$ cat config.mk
export PLATFORM = sky130hd
export DESIGN_NAME = stopwatch_bcd_counter
export DESIGN_NICKNAME = d
export VERILOG_FILES = /design/src/rtl/stopwatch_bcd_counter.sv
export SDC_FILE = /design/constraint.sdc
export NUM_CORES = 1
export LEC_CHECK = 0
export CAP_MARGIN = 20
export CORE_MARGIN = 4
export CORE_UTILIZATION = 55
export DETAILED_ROUTE_END_ITERATION = 8
export PLACE_DENSITY = 0.77
export SYNTH_ARGS = -nofsm -noshare
export SYNTH_HDL_FRONTEND = slang
export SYNTH_HIERARCHICAL = 1
export SYNTH_SLANG_ARGS = --single-unit
$ cat constraint.sdc
create_clock -name clk -period 2.1 [get_ports clk]
set_input_delay 0.42 -clock clk [delete_from_list [all_inputs] [get_ports clk]]
set_output_delay 0.42 -clock clk [all_outputs]
set_load 0.02 [all_outputs]
$ cat src/rtl/stopwatch_bcd_counter.sv
// Four-digit BCD stopwatch (SS.hh, 00.00..59.99) in 10 ms steps with two raw push-buttons.
// Each button is synchronised, debounced and edge-detected locally before driving the run/pause/clear FSM.

module stopwatch_btn_cond #(
  parameter int DEB_CNT = 500_000
) (
  input  logic clk,
  input  logic rst,
  input  logic btn,
  output logic prs
);

  localparam int CW = $clog2(DEB_CNT);

  logic          s1_q, s2_q;
  logic          deb_q, deb_d;
  logic          deb_prev_q;
  logic          prs_q, prs_d;
  logic [CW-1:0] cnt_q, cnt_d;

  // deb only follows s2 after DEB_CNT consecutive disagreeing samples
  always_comb begin
    deb_d = deb_q;
    cnt_d = '0;
    if (s2_q != deb_q) begin
      if (cnt_q == CW'(DEB_CNT - 1)) begin
        deb_d = s2_q;
        cnt_d = '0;
      end else begin
        cnt_d = cnt_q + CW'(1);
      end
    end
    prs_d = deb_q & ~deb_prev_q;
  end

  always_ff @(posedge clk or posedge rst) begin
    if (rst) begin
      s1_q       <= 1'b0;
      s2_q       <= 1'b0;
      deb_q      <= 1'b0;
      deb_prev_q <= 1'b0;
      prs_q      <= 1'b0;
      cnt_q      <= '0;
    end else begin
      s1_q       <= btn;
      s2_q       <= s1_q;
      deb_q      <= deb_d;
      deb_prev_q <= deb_q;
      prs_q      <= prs_d;
      cnt_q      <= cnt_d;
    end
  end

  assign prs = prs_q;

endmodule

module stopwatch_bcd_counter #(
  parameter int TICK_DIV = 1_000_000,
  parameter int DEB_CNT  = 500_000
) (
  input  logic       clk,
  input  logic       rst,
  input  logic       btn_start,
  input  logic       btn_clr,
  output logic [3:0] dig3,
  output logic [3:0] dig2,
  output logic [3:0] dig1,
  output logic [3:0] dig0,
  output logic       running,
  output logic       wrap
);

  localparam int PW = $clog2(TICK_DIV);

  typedef enum logic [1:0] {
    S_IDLE  = 2'd0,
    S_RUN   = 2'd1,
    S_PAUSE = 2'd2
  } state_t;

  state_t        state_q, state_d;
  logic [PW-1:0] presc_q, presc_d;
  logic [3:0]    dig3_q, dig3_d;
  logic [3:0]    dig2_q, dig2_d;
  logic [3:0]    dig1_q, dig1_d;
  logic [3:0]    dig0_q, dig0_d;
  logic          running_q, running_d;
  logic          wrap_q, wrap_d;
  logic          prs_start, prs_clr;
  logic          tick;
  logic          at_max;

  stopwatch_btn_cond #(.DEB_CNT(DEB_CNT)) u_btn_start (
    .clk (clk),
    .rst (rst),
    .btn (btn_start),
    .prs (prs_start)
  );

  stopwatch_btn_cond #(.DEB_CNT(DEB_CNT)) u_btn_clr (
    .clk (clk),
    .rst (rst),
    .btn (btn_clr),
    .prs (prs_clr)
  );

  // Saturating-to-zero step keeps a digit inside 0..last even from a corrupt value
  function automatic logic [3:0] bcd_step(input logic [3:0] v, input logic [3:0] last);
    if (v >= last) begin
      return 4'd0;
    end
    return v + 4'd1;
  endfunction

  assign tick   = (state_q == S_RUN) && (presc_q == PW'(TICK_DIV - 1));
  assign at_max = (dig3_q == 4'd5) && (dig2_q == 4'd9) &&
                  (dig1_q == 4'd9) && (dig0_q == 4'd9);

  always_comb begin
    state_d = state_q;
    case (state_q)
      S_IDLE:  if (prs_start) state_d = S_RUN;
      S_RUN:   if (prs_start) state_d = S_PAUSE;
      S_PAUSE: if (prs_start) state_d = S_RUN;
      default: state_d = S_IDLE;
    endcase
    if (prs_clr) begin
      state_d = S_IDLE;
    end
    running_d = (state_d == S_RUN);
  end

  always_comb begin
    presc_d = presc_q;
    dig3_d  = dig3_q;
    dig2_d  = dig2_q;
    dig1_d  = dig1_q;
    dig0_d  = dig0_q;
    wrap_d  = 1'b0;

    case (state_q)
      S_RUN:   presc_d = tick ? '0 : presc_q + PW'(1);
      S_PAUSE: presc_d = presc_q;
      default: presc_d = '0;
    endcase

    // Ripple carry: a digit advances only when every lower digit wraps
    if (tick) begin
      dig0_d = bcd_step(dig0_q, 4'd9);
      if (dig0_q == 4'd9) begin
        dig1_d = bcd_step(dig1_q, 4'd9);
        if (dig1_q == 4'd9) begin
          dig2_d = bcd_step(dig2_q, 4'd9);
          if (dig2_q == 4'd9) begin
            dig3_d = bcd_step(dig3_q, 4'd5);
          end
        end
      end
      wrap_d = at_max;
    end

    if (prs_clr) begin
      presc_d = '0;
      dig3_d  = 4'd0;
      dig2_d  = 4'd0;
      dig1_d  = 4'd0;
      dig0_d  = 4'd0;
      wrap_d  = 1'b0;
    end
  end

  always_ff @(posedge clk or posedge rst) begin
    if (rst) begin
      state_q   <= S_IDLE;
      presc_q   <= '0;
      dig3_q    <= 4'd0;
      dig2_q    <= 4'd0;
      dig1_q    <= 4'd0;
      dig0_q    <= 4'd0;
      running_q <= 1'b0;
      wrap_q    <= 1'b0;
    end else begin
      state_q   <= state_d;
      presc_q   <= presc_d;
      dig3_q    <= dig3_d;
      dig2_q    <= dig2_d;
      dig1_q    <= dig1_d;
      dig0_q    <= dig0_d;
      running_q <= running_d;
      wrap_q    <= wrap_d;
    end
  end

  assign dig3    = dig3_q;
  assign dig2    = dig2_q;
  assign dig1    = dig1_q;
  assign dig0    = dig0_q;
  assign running = running_q;
  assign wrap    = wrap_q;

endmodule

==> reports/qor.txt, run 1 <==
status -> finished, final reports clean
Bufs and invs on worst path -> 0
Clk pin slew, worst setup/hold paths -> 80 ps
YS warnings -> 6
H-tree depth -> 3
share of layout cells above drive strength 1 -> 0.131
worst reg-to-reg setup slack -> 30 ps
total global-route track usage -> 0.203
Seq/Total Area, Yosys -> 0.474
Num CTS Buffers -> 9
Worst slew margin -> 0.638
Mapped Nets -> 492
Hold WC Path Type -> reg2reg
Crit path largest cell delay -> 510 ps
crit path kind -> reg2reg
Starting Density -> 0.565
top achievable clock speed -> 0.482 GHz
IO buf count -> 21
clock sink count -> 88
Clock Power Share -> 0.417
Tmin final -> 2070 ps
die area -> 9980 um^2
internal power -> 2440 uW
CP Capture Type -> register
Max Slew Vio Count -> 0
Critical Path Start Type -> register
register area -> 2200 um^2
initial DRC count -> 246
Syn Inst Count -> 473
leakage power -> 0.00230 uW
crit-path cells -> nand2b_1 > or4_4 > or3_4 > or4_1 > nand3_1
nets -> 547
register bit total from synthesis -> 88
WP data arrival -> 2360 ps
CTS Buffer Depth -> 2
router iterations before antenna repair -> 6
via count -> 3791
Final GP Congestion -> 0.845
final wirelength -> 9750 um
via-per-instance ratio -> 5.94
Setup Skew -> 8.32 ps
Die Height -> 99.9 um
largest delay contributor family on the critical path -> simple AND/OR/NAND/NOR gates
largest net degree at the start of global routing -> 41
antenna-violating nets left -> 0
worst-skew pair later-pin latency -> 340 ps
clk root buf -> clkbuf_8
Compound-Gate Fraction of Synth Area -> 0.0910
Residual DRC -> 0
commonest non-fill, non-tap cell in the layout -> dfrtp_1
combinational family with the most area after synthesis -> simple AND/OR/NAND/NOR gates
Post-Syn Area -> 4650 um^2
Core Area -> 8220 um^2
Fillers -> 663
fin crit share -> 0.988
CP Max Fanout -> 4
placed instance area -> 5140 um^2
Synth cell types -> 55
ANT cells -> 0
Psw -> 643 uW
I/O pin cnt -> 22
Placement Setup Slack -> 20.0 ps
cell area after layout -> 5410 um^2
Multi-input gate area -> 2320 um^2
antenna violations before repair -> 0
area delta synth->final -> 16.5%
placed cells -> 619
Worst EP required -> 2380 ps
Die W -> 99.9 um
Post-Layout Cell Count -> 638
vias in the first global route -> 3663
sw frac -> 0.209
simple-gate area share of the yosys netlist -> 0.274
Slew @ Worst Pin -> 540 ps
Post-Synth Adder-Cell Area -> 0.0404
most frequent cells in the layout -> 88 x dfrtp_1, 57 x nor2_1, 36 x nand2_1, 36 x buf_4, 34 x nand3_1
fin worst setup slack -> 26.2 ps
# rows -> 33
power density cells -> 569 nW/um^2
final setup vio count -> 0
Gate power share -> 0.026
CTS tree -> built
mux cell area share after synthesis -> 0.0132
grt total ovfl -> 0
# Max-Cap Violations -> 0
detailed placement HPWL -> 6750 um
syn avg cell area -> 9.82 um^2
global-route wire length before repair -> 16700 um
Max stage delay cell, worst path -> or4_4
wire per inst -> 15.3 um
VDD IR max -> 0.000391 V
XOR/XNOR Fraction of Synth Area -> 0.0716
CTS Hold Bufs -> 0
Sequential Power Share -> 0.558
Final Hold Viols -> 0
==> power by group through the flow <==
stage	logic, uW	clock network, uW	registers, uW
after global placement	78.4	0	1750
after floorplan	61.1	0	1750
after global routing	90.4	1380	1720
after CTS	81.6	1310	1720
final	78.7	1280	1720
after detailed placement	80.6	0	1750
==> per-layer routing <==
metal	global-route usage	wire length, um	vias up
li1	-	-	1809
met5	0	0	-
met2	0.340	4900	90
met1	0.271	4290	1878
met3	0.0271	387	14
met4	0.0777	169	0
==> final cells by class <==
type / instances / area share
multi-input combinational: 355 / 0.429
timing repair buffer: 57 / 0.0887
sequential: 88 / 0.407
inverter: 17 / 0.0118
clock inverter: 3 / 0.0120
tap: 105 / 0.0243
clock buffer: 13 / 0.0275
==> path summary, 6_finish.rpt <==
kind / from / endpoint / cells past startpoint
worst min register to register: u_btn_start/s1_q / u_btn_start/s2_q / 0
max in group asynchronous: rst / state_q[1] / 3
worst max register to register: presc_q[7] / dig1[3] / 5
worst max-delay path: presc_q[7] / dig1[3] / 5
min in group asynchronous: rst / u_btn_start/cnt_q[11] / 3
worst min-delay path: u_btn_start/s1_q / u_btn_start/s2_q / 0
==> flip-flops by register name (all words and copies together), names as in the netlist, 2 cells and up <==
register,flops
dig1,4
u_btn_start/cnt_q,19
dig2,4
dig0,4
presc_q,20
dig3,4
u_btn_clr/cnt_q,19
state_q,2
==> cells by family after synthesis <==
group,after synthesis
compound gates,70
simple gates,227
buf+inv,30
xor+xnor,38
mux,5
flops,88
fa+ha+maj,15
==> what timing repair did <==
| action | in CTS | in global routing |
|---|---|---|
| setup buffers | 0 | 3 |
| endpoints found under the setup margin | 1 | 10 |
| pin swaps | 0 | 3 |
| gates resized for setup | 1 | 5 |
==> synth_stat cells, drive strengths merged <==
cell	instances	share of area
or4b	6	0.013
nand2b	7	0.0094
nand3b	3	0.0048
nor2b	5	0.0067
o22ai	1	0.0013
a22oi	2	0.0032
o211ai	1	0.0016
and2b	1	0.0016
nand3	34	0.037
clkbuf	8	0.0070
and4	7	0.014
nor2	57	0.046
nor3	8	0.011
o21ai	17	0.018
or4	6	0.012
and2	4	0.0054
nor4b	3	0.0057
and3	9	0.012
or2	2	0.0027
nand2	36	0.029
or3b	1	0.0019
xnor2	17	0.032
a21bo	2	0.0043
o31ai	4	0.0065
a21oi	26	0.028
ha	15	0.040
nor4	9	0.015
a211oi	2	0.0043
nand4	18	0.027
dfrtp	88	0.47
inv	17	0.014
buf	5	0.015
mux2	3	0.0089
o21a	2	0.0032
nor4bb	1	0.0022
or3	4	0.0065
o41ai	3	0.0057
nand4b	6	0.011
a31oi	8	0.011
xor2	21	0.040
mux2i	2	0.0043
a41oi	2	0.0038
==> stage by stage <==
step / utilization / power [uW] / TNS, ps / hold slack [ps]
3_5_place_dp: 0.626 / 1830 / 0 / 336
3_3_place_gp: 0.626 / 1830 / 0 / 334
2_1_floorplan: - / 1810 / -37.4 / 331
5_1_grt: 0.659 / 3190 / -17.0 / 359
4_1_cts: 0.653 / 3110 / 0 / 354
6_report: 0.659 / 3080 / 0 / 351
Note: power is estimated with default switching activity, not from simulation.
==> run 2, diff against run 1 <==
--- a/config.mk
+++ b/config.mk
@@ -9,7 +9,7 @@
 export CORE_MARGIN = 4
 export CORE_UTILIZATION = 55
 export DETAILED_ROUTE_END_ITERATION = 8
-export PLACE_DENSITY = 0.77
+export PLACE_DENSITY_LB_ADDON = 0.12
 export SYNTH_ARGS = -nofsm -noshare
 export SYNTH_HDL_FRONTEND = slang
 export SYNTH_HIERARCHICAL = 1
==> reports/qor.txt, run 2 (synthesis results as in run 1) <==
area delta synth->final -> 16.3% (was 16.5%)
antenna violations before repair -> 0 (unchanged)
share of layout cells above drive strength 1 -> 0.136 (was 0.131)
worst-skew pair later-pin latency -> 360 ps (was 340 ps)
detailed placement HPWL -> 6640 um (was 6750 um)
biggest regs -> presc_q (20), u_btn_clr/cnt_q (19), u_btn_start/cnt_q (19) (unchanged)
Max Slew Vio Count -> 0 (unchanged)
Starting Density -> 0.565 (unchanged)
CP Max Fanout -> 6 (was 4)
Residual DRC -> 0 (unchanged)
H-tree depth -> 3 (unchanged)
Worst EP required -> 2390 ps (was 2380 ps)
initial DRC count -> 128 (was 246)
I/O pin cnt -> 22 (unchanged)
router iterations before antenna repair -> 5 (was 6)
overall power -> 2850 uW (was 3080 uW)
top achievable clock speed -> 0.485 GHz (was 0.482 GHz)
# rows -> 33 (unchanged)
CP Capture Type -> register (unchanged)
final setup vio count -> 0 (unchanged)
WP data arrival -> 2350 ps (was 2360 ps)
Tmin final -> 2060 ps (was 2070 ps)
largest net degree at the start of global routing -> 41 (unchanged)
clock sink count -> 88 (unchanged)
grt total ovfl -> 0 (unchanged)
via count -> 3647 (was 3791)
Die W -> 99.9 um (unchanged)
Placement Setup Slack -> -239 ps (was 20.0 ps)
nets -> 550 (was 547)
Final GP Congestion -> 0.824 (was 0.845)
CTS Hold Bufs -> 0 (unchanged)
number of flip-flops in the largest register -> 20 (unchanged)
leakage power -> 0.00228 uW (was 0.00230 uW)
power density cells -> 527 nW/um^2 (was 569 nW/um^2)
Setup Skew -> 12.9 ps (was 8.32 ps)
IO buf count -> 21 (unchanged)
Die Height -> 99.9 um (unchanged)
RSZ-0062 raised after global routing -> true
antenna-violating nets left -> 0 (unchanged)
ANT cells -> 0 (unchanged)
most flop-heavy register -> presc_q (unchanged)
die area -> 9980 um^2 (unchanged)
Hold WC Path Type -> reg2reg (unchanged)
Worst slew margin -> 0.613 (was 0.638)
status -> finished, final reports clean (unchanged)
commonest non-fill, non-tap cell in the layout -> dfrtp_1 (unchanged)
global-route wire length before repair -> 16400 um (was 16700 um)
Slew @ Worst Pin -> 576 ps (was 540 ps)
fin worst setup slack -> 36.7 ps (was 26.2 ps)
Finished Core Util -> 0.657 (was 0.659)
Critical Path Start Type -> register (unchanged)
Num CTS Buffers -> 9 (unchanged)
Clk pin slew, worst setup/hold paths -> 90 ps (was 80 ps)
most frequent cells in the layout -> 87 x dfrtp_1, 57 x nor2_1, 37 x buf_4, 36 x nand2_1, 34 x nand3_1 (was 88 x dfrtp_1, 57 x nor2_1, 36 x nand2_1, 36 x buf_4, 34 x nand3_1)
total negative slack -> 0 ps (unchanged)
total global-route track usage -> 0.200 (was 0.203)
vias in the first global route -> 3528 (was 3663)
final wirelength -> 9140 um (was 9750 um)
wire per inst -> 14.3 um (was 15.3 um)
Final Hold Viols -> 0 (unchanged)
crit path kind -> reg2reg (unchanged)
clk root buf -> clkbuf_8 (unchanged)
fin crit share -> 0.983 (was 0.988)
CTS tree -> built (unchanged)
Core Area -> 8220 um^2 (unchanged)
VDD IR max -> 0.000500 V (was 0.000391 V)
CTS Buffer Depth -> 2 (unchanged)
via-per-instance ratio -> 5.70 (was 5.94)
# Max-Cap Violations -> 0 (unchanged)
-- run 2: cell type report --
| cell class | count | area (um^2) |
|---|---|---|
| fillers | 687 | 2820 |
| multi-input cells | 355 | 2310 |
| flip-flops and latches | 88 | 2200 |
| repair buffers | 60 | 519 |
| clock buffers | 12 | 155 |
| well taps | 105 | 131 |
| inverters | 17 | 63.8 |
| clock inverters | 3 | 17.5 |
-- run 2: where the power goes --
part | total, uW | switching [uW] | internal (uW) | leakage, uW
clock network | 1050 | 570 | 485 | 0.0000882
logic | 76.7 | 51.6 | 25.1 | 0.000979
registers | 1720 | 11.6 | 1710 | 0.00121
total | 2850 | 633 | 2220 | 0.00228
-- run 2: stage by stage --
step           hold slack (ps)  instance area, um^2  instances
2_1_floorplan              331                 4650        473
3_3_place_gp               332                 5180        624
3_5_place_dp               340                 5180        624
4_1_cts                    356                 5380        639
5_1_grt                    362                 5400        640
6_report                   358                 5400        640
-- run 2: repair_timing --
action                     CTS  global route
gates resized for setup      4             2
setup buffers                0             1
setup endpoints to repair   10            16
pin swaps                    1             5
-- run 2: critical path, stage by stage (launching register included) --
cell and delay [ps]:
dfrtp_1 400, nor4b_2 320, buf_4 170, and4_4 240, buf_6 120, nand4_1 100
or4b_1 500, a21oi_1 160
-- run 2: layer usage --
layer  part of all wire  track usage  wire length [um]
met1               0.46        0.278              4230
met2               0.49        0.326              4500
met3              0.031       0.0299               285
met4              0.013       0.0620               116
met5                  0            0                 0
-- run 2: worst paths after layout --
kind	startpoint	endpoint	slack [ps]	cells past startpoint
hold / removal	u_btn_clr/s1_q	u_btn_clr/s2_q	360	0
max in group asynchronous	rst	presc_q[14]	1150	3
setup reg to reg	presc_q[15]	dig3[2]	40	7
setup / recovery	presc_q[15]	dig3[2]	40	7
min in group asynchronous	rst	u_btn_start/cnt_q[5]	450	3
hold reg to reg	u_btn_clr/s1_q	u_btn_clr/s2_q	360	0
